--- src/rtl/spi_flash_write_seq.sv ---
// SPI flash write sequencer: WR_EN -> PROG_PAGE/ERASE_SEC -> RD_ST_REG polling
// until WIP clears (or poll budget runs out) -> WR_DIS, with a done/err report.
module spi_flash_write_seq #(
  parameter logic [15:0] POLL_MAX = 16'd65535,
  parameter logic [7:0]  POLL_GAP = 8'd16
) (
  input  logic        PCLK,
  input  logic        PRESET,
  input  logic        req_valid,
  input  logic        req_op,
  input  logic [23:0] req_addr,
  output logic        req_ready,
  output logic [4:0]  cmd_type,
  output logic [7:0]  cmd_code,
  output logic [23:0] cmd_addr,
  input  logic        cmd_done,
  input  logic [7:0]  cmd_rdata,
  input  logic        cmd_rvalid,
  output logic        busy,
  output logic        done,
  output logic        err,
  output logic [7:0]  status
);

  typedef enum logic [3:0] {
    S_IDLE, S_WREN, S_WREN_W, S_OP, S_OP_W, S_POLL, S_POLL_W,
    S_GAP, S_WRDIS, S_WRDIS_W, S_DONE
  } state_t;

  state_t      r_state;
  state_t      w_nxt;
  logic        r_op;
  logic [23:0] r_addr;
  logic        r_done_q;
  logic [15:0] r_poll_cnt;
  logic [7:0]  r_gap_cnt;
  logic        r_got;
  logic [7:0]  r_status;
  logic        r_err;
  logic        r_req_ready;
  logic        r_busy;
  logic        r_done;
  logic [4:0]  r_cmd_type;
  logic [7:0]  r_cmd_code;
  logic [23:0] r_cmd_addr;

  logic w_edge;
  logic w_wip;
  logic w_timeout;
  logic w_accept;

  always_comb begin
    w_edge    = cmd_done & ~r_done_q;
    // A poll with no status byte at all counts as still busy.
    w_wip     = cmd_rvalid ? cmd_rdata[0] : (r_got ? r_status[0] : 1'b1);
    w_timeout = (r_poll_cnt >= POLL_MAX);
    w_accept  = req_valid & r_req_ready;
  end

  always_comb begin
    w_nxt = r_state;
    case (r_state)
      S_IDLE:    if (w_accept) w_nxt = S_WREN;
      S_WREN:    w_nxt = S_WREN_W;
      S_WREN_W:  if (w_edge) w_nxt = S_OP;
      S_OP:      w_nxt = S_OP_W;
      S_OP_W:    if (w_edge) w_nxt = S_POLL;
      S_POLL:    w_nxt = S_POLL_W;
      S_POLL_W:
        if (w_edge) begin
          if (!w_wip || w_timeout) w_nxt = S_WRDIS;
          else if (POLL_GAP == 8'd0) w_nxt = S_POLL;
          else w_nxt = S_GAP;
        end
      S_GAP:     if (r_gap_cnt == POLL_GAP - 8'd1) w_nxt = S_POLL;
      S_WRDIS:   w_nxt = S_WRDIS_W;
      S_WRDIS_W: if (w_edge) w_nxt = S_DONE;
      S_DONE:    w_nxt = S_IDLE;
      default:   w_nxt = S_IDLE;
    endcase
  end

  always_ff @(posedge PCLK) begin
    if (PRESET) begin
      r_state     <= S_IDLE;
      r_op        <= 1'b0;
      r_addr      <= 24'd0;
      r_done_q    <= 1'b0;
      r_poll_cnt  <= 16'd0;
      r_gap_cnt   <= 8'd0;
      r_got       <= 1'b0;
      r_status    <= 8'h00;
      r_err       <= 1'b0;
      r_req_ready <= 1'b1;
      r_busy      <= 1'b0;
      r_done      <= 1'b0;
      r_cmd_type  <= 5'b00000;
      r_cmd_code  <= 8'h00;
      r_cmd_addr  <= 24'd0;
    end else begin
      r_state     <= w_nxt;
      r_done_q    <= cmd_done;
      r_req_ready <= (w_nxt == S_IDLE);
      r_busy      <= (w_nxt != S_IDLE);
      r_done      <= (w_nxt == S_DONE);
      r_gap_cnt   <= (r_state == S_GAP) ? r_gap_cnt + 8'd1 : 8'd0;
      if (w_accept) begin
        r_op       <= req_op;
        r_addr     <= req_addr;
        r_poll_cnt <= 16'd0;
        r_err      <= 1'b0;
      end
      if (r_state == S_POLL) begin
        r_got <= 1'b0;
        if (r_poll_cnt != 16'hFFFF) r_poll_cnt <= r_poll_cnt + 16'd1;
      end
      if (r_state == S_POLL_W && cmd_rvalid) begin
        r_status <= cmd_rdata;
        r_got    <= 1'b1;
      end
      if (r_state == S_POLL_W && w_edge && w_wip && w_timeout) r_err <= 1'b1;
      // Command bus is registered off the next state so it lines up with the issue cycle.
      case (w_nxt)
        S_WREN:  begin r_cmd_type <= 5'b10001; r_cmd_code <= 8'h06; r_cmd_addr <= 24'd0; end
        S_OP: begin
          r_cmd_type <= r_op ? 5'b10010 : 5'b10101;
          r_cmd_code <= r_op ? 8'h20 : 8'h02;
          r_cmd_addr <= r_addr;
        end
        S_POLL:  begin r_cmd_type <= 5'b10011; r_cmd_code <= 8'h05; r_cmd_addr <= 24'd0; end
        S_WRDIS: begin r_cmd_type <= 5'b10100; r_cmd_code <= 8'h04; r_cmd_addr <= 24'd0; end
        default: begin r_cmd_type <= 5'b00000; r_cmd_code <= 8'h00; r_cmd_addr <= 24'd0; end
      endcase
    end
  end

  assign req_ready = r_req_ready;
  assign busy      = r_busy;
  assign done      = r_done;
  assign err       = r_err;
  assign status    = r_status;
  assign cmd_type  = r_cmd_type;
  assign cmd_code  = r_cmd_code;
  assign cmd_addr  = r_cmd_addr;

endmodule

--- config.mk ---
export PLATFORM = sky130hd
export DESIGN_NAME = spi_flash_write_seq
export DESIGN_NICKNAME = d
export VERILOG_FILES = /design/src/rtl/spi_flash_write_seq.sv
export SDC_FILE = /design/constraint.sdc
export NUM_CORES = 1
export LEC_CHECK = 0
export CAP_MARGIN = 15
export CORE_UTILIZATION = 53
export DETAILED_ROUTE_END_ITERATION = 10
export PLACE_DENSITY = 0.85
export REMOVE_ABC_BUFFERS = 1
export SETUP_SLACK_MARGIN = 0.5
export SKIP_LAST_GASP = 1
export SYNTH_ARGS = -nofsm -noshare
export SYNTH_HDL_FRONTEND = slang
export SYNTH_SLANG_ARGS = --single-unit
--- constraint.sdc ---
create_clock -name PCLK -period 7.05 [get_ports PCLK]
set_clock_uncertainty 0.1 [all_clocks]
set_input_delay 1.41 -clock PCLK [delete_from_list [all_inputs] [get_ports PCLK]]
set_output_delay 1.41 -clock PCLK [all_outputs]
set_load 0.01 [all_outputs]
==> metrics.md <==
| Metric | Value |
|---|---|
| Post-CTS sizing | 0 |
| Critical path launch point type | input port |
| Clock period minus worst slack | 3840 ps |
| CP top delay family | simple AND/OR/NAND/NOR gates |
| Clk slew on worst S/H paths | 100 ps |
| TritonCTS buffer count | 9 |
| Die width | just under 90 um |
| Crit path max-delay cell type | nor4_4 |
| Worst EP arrival | between 4000 and 5000 ps |
| Synth Warn # | 0 |
| Pre-antenna DRT Iters | 4 |
| Hpwl dp | 5430 um |
| Synth-to-layout area growth | 25.9% |
| Placer congestion estimate | 0.858 |
| Hold Buf Count CTS | 0 |
| Primary FF master, synth | dfxtp_1 |
| Worst slew pin tran | about 970 ps |
| CP Capture Type | flip-flop |
| Total congestion overflow | 0 |
| Final WL | 7670 um |
| Worst Path Required | around 7300 ps |
| Hold_sp | r_gap_cnt[0] |
| Max H-tree Level | 3 |
| Synthesized cell area | about 3800 sq um |
| Drc violations | 0 |
| GRT Total Usage | 20.9% |
| Via count | 3061 |
| CP max FO | 25 |
| WS Path Type | in -> reg |
| Period utilization | 54.4% |
| Max Fclk | 0.261 GHz |
| Setup TNS | 0 ps |
| CTS Sinks | just under 100 |
| Synth Area per Inst | a little under 9 sq um |
| Worst R2R Start | r_state[1] |
| RSZ-0062 raised after global routing | no |
| Share of cells above drive strength 1 | 5.59% |
| P_leak | 0.00168 uW |
| Commonest non-fill, non-tap cells in the layout | 99 x dfxtp_1, 80 x clkdlybuf4s50_1, 73 x nand2_1 |
| Final setup fails | 0 |
| Number of global-route vias before repair | 2783 |
| Pwr Density | 254 nW/um^2 |
| Distinct cells, synth | 49 |
| #FFs+latches synth | 99 |
| Final slew viol count | 0 |
| Vias per cell | slightly above 5 |
| Outcome | complete, no violations |
| Setup Buffers After CTS | 0 |
| Seq/Total Area, Yosys | a little over half |
| Area of the core | 6830 sq um |
| N_diodes | 0 |
| Slowest cell delay on critical path | 810 ps |
| # rows | 30 |
| Die Y | 86.5 um |
| Die area | 7480 sq um |
| Worst min path class | reg -> reg |
| Mapped Cells | 426 |
| Max VDD drop | 0.120 mV |
| Number of flops mapped to enable cells by yosys | 0 |
| Routed Antenna Nets | 0 |
| Worst Setup SP | cmd_rvalid |
| Filler cells | 545 |
| Worst path cell trace | clkdlybuf4s50_1, nor3b_1, a21oi_1, a31oi_2, o21a_1, nor4_4, and2_1 |
| Starting Density | 55.4% |
| Layout net count | 536 |
| DR iter-0 viols | 120 |
| Worst slack, placed | approximately 2900 ps |
| Cell Area, Placed | 4570 sq um |
| Worst rel slew slack | 35.4% |
| First-pass GRT wire length | 12300 um |
| I/O pins | 87 |
| Worst-Skew Late Latency | 360 ps |
| Wire per inst | between 10 and 15 um |
| CTS root buffer | clkbuf_8 |
| Input/output buffers | 81 |
| Post-route cell area | approximately 4800 sq um |
| Clock Path Buffers | 2 |
| Most common cell after layout, fill and taps aside | dfxtp_1 |
| Worst setup margin | around 3200 ps |
| Largest net degree at the start of global routing | 50 |
| CTS tree | yes |
| Initial antenna violation count | 0 |
| CP Buf/Inv Count | 1 |
| Async SR Flop Fraction | 0% |
| Final Hold Vio Count | 0 |
| Max-cap violations | 0 |
| Post-Route Utilization | 69.7% |
[final timing paths]
| path | endpoint | slack (ps) | cells after the start |
|---|---|---|---|
| setup / recovery | cmd_addr[14] | 3210 | 7 |
| hold / removal | r_gap_cnt[0] | 350 | 1 |
| setup reg to reg | cmd_addr[14] | 4140 | 6 |
| hold reg to reg | r_gap_cnt[0] | 350 | 1 |
[power by group]
part | switching (uW) | internal (uW)
clock network | 209 | 139
logic | 124 | 106
registers | 32.5 | 602
total | 365 | 847
[flip-flops by register name, indices dropped and copies added, names as in the netlist]
signal,count
r_gap_cnt,8
r_state,4
r_done_q,1
cmd_code,4
r_got,1
status,8
r_op,1
r_addr,24
req_ready,1
done,1
err,1
r_poll_cnt,16
cmd_type,4
busy,1
cmd_addr,24
[Yosys cell counts (2+ instances only)]
cell	number	share of area, %
a21oi_1	49	6.5
and2_1	29	4.8
and3_1	2	0.33
buf_2	3	0.40
buf_4	6	1.2
buf_6	5	1.5
clkbuf_1	13	1.3
dfxtp_1	99	52
ha_1	2	0.66
inv_1	11	1.1
nand2_1	73	7.2
nand2b_1	2	0.33
nand3_1	18	2.4
nand3b_1	3	0.60
nand4_1	9	1.5
nor2_1	29	2.9
nor2b_1	3	0.50
nor3_1	4	0.53
nor3b_1	2	0.40
nor4b_1	3	0.69
o21a_1	2	0.40
o21ai_0	12	1.6
or3_1	7	1.2
or4_1	4	0.79
xnor2_1	6	1.4
xor2_1	7	1.6
[cell type report]
type | count | area [sq um] | area share [%]
flip-flops and latches | 99 | 1980 | 41.6
repair buffers | 82 | 813 | 17.1
well taps | 96 | 120 | 2.52
clock inverters | 7 | 72.6 | 1.52
clock buffers | 9 | 124 | 2.60
inverters | 11 | 41.3 | 0.867
multi-input cells | 293 | 1610 | 33.8
[per-layer routing]
metal / vias up / track usage (%) / part of all wire [%]
met3: 9 / 4.86 / 6.6
li1: 1560 / - / -
met5: - / 0 / 0
met2: 95 / 35.1 / 48
met4: 0 / 8.94 / 1.5
met1: 1397 / 25.9 / 44
[stage by stage]
step | power [uW] | hold WS, ps | std cells
CTS | 1220 | 356 | 597
finish | 1210 | 349 | 597
floorplan | 774 | 318 | 403
global placement | 870 | 328 | 581
detailed placement | 877 | 338 | 581
global route | 1270 | 370 | 597
[cell families after synthesis]
logic type	synth area share, %
xor+xnor	3.01
fa+ha+maj	0.661
mux	0.562
compound gates	10.8
buf+inv	5.46
simple gates	27.0
flops	52.4
other cells	0.0991
(Power assumes the default switching activity.)
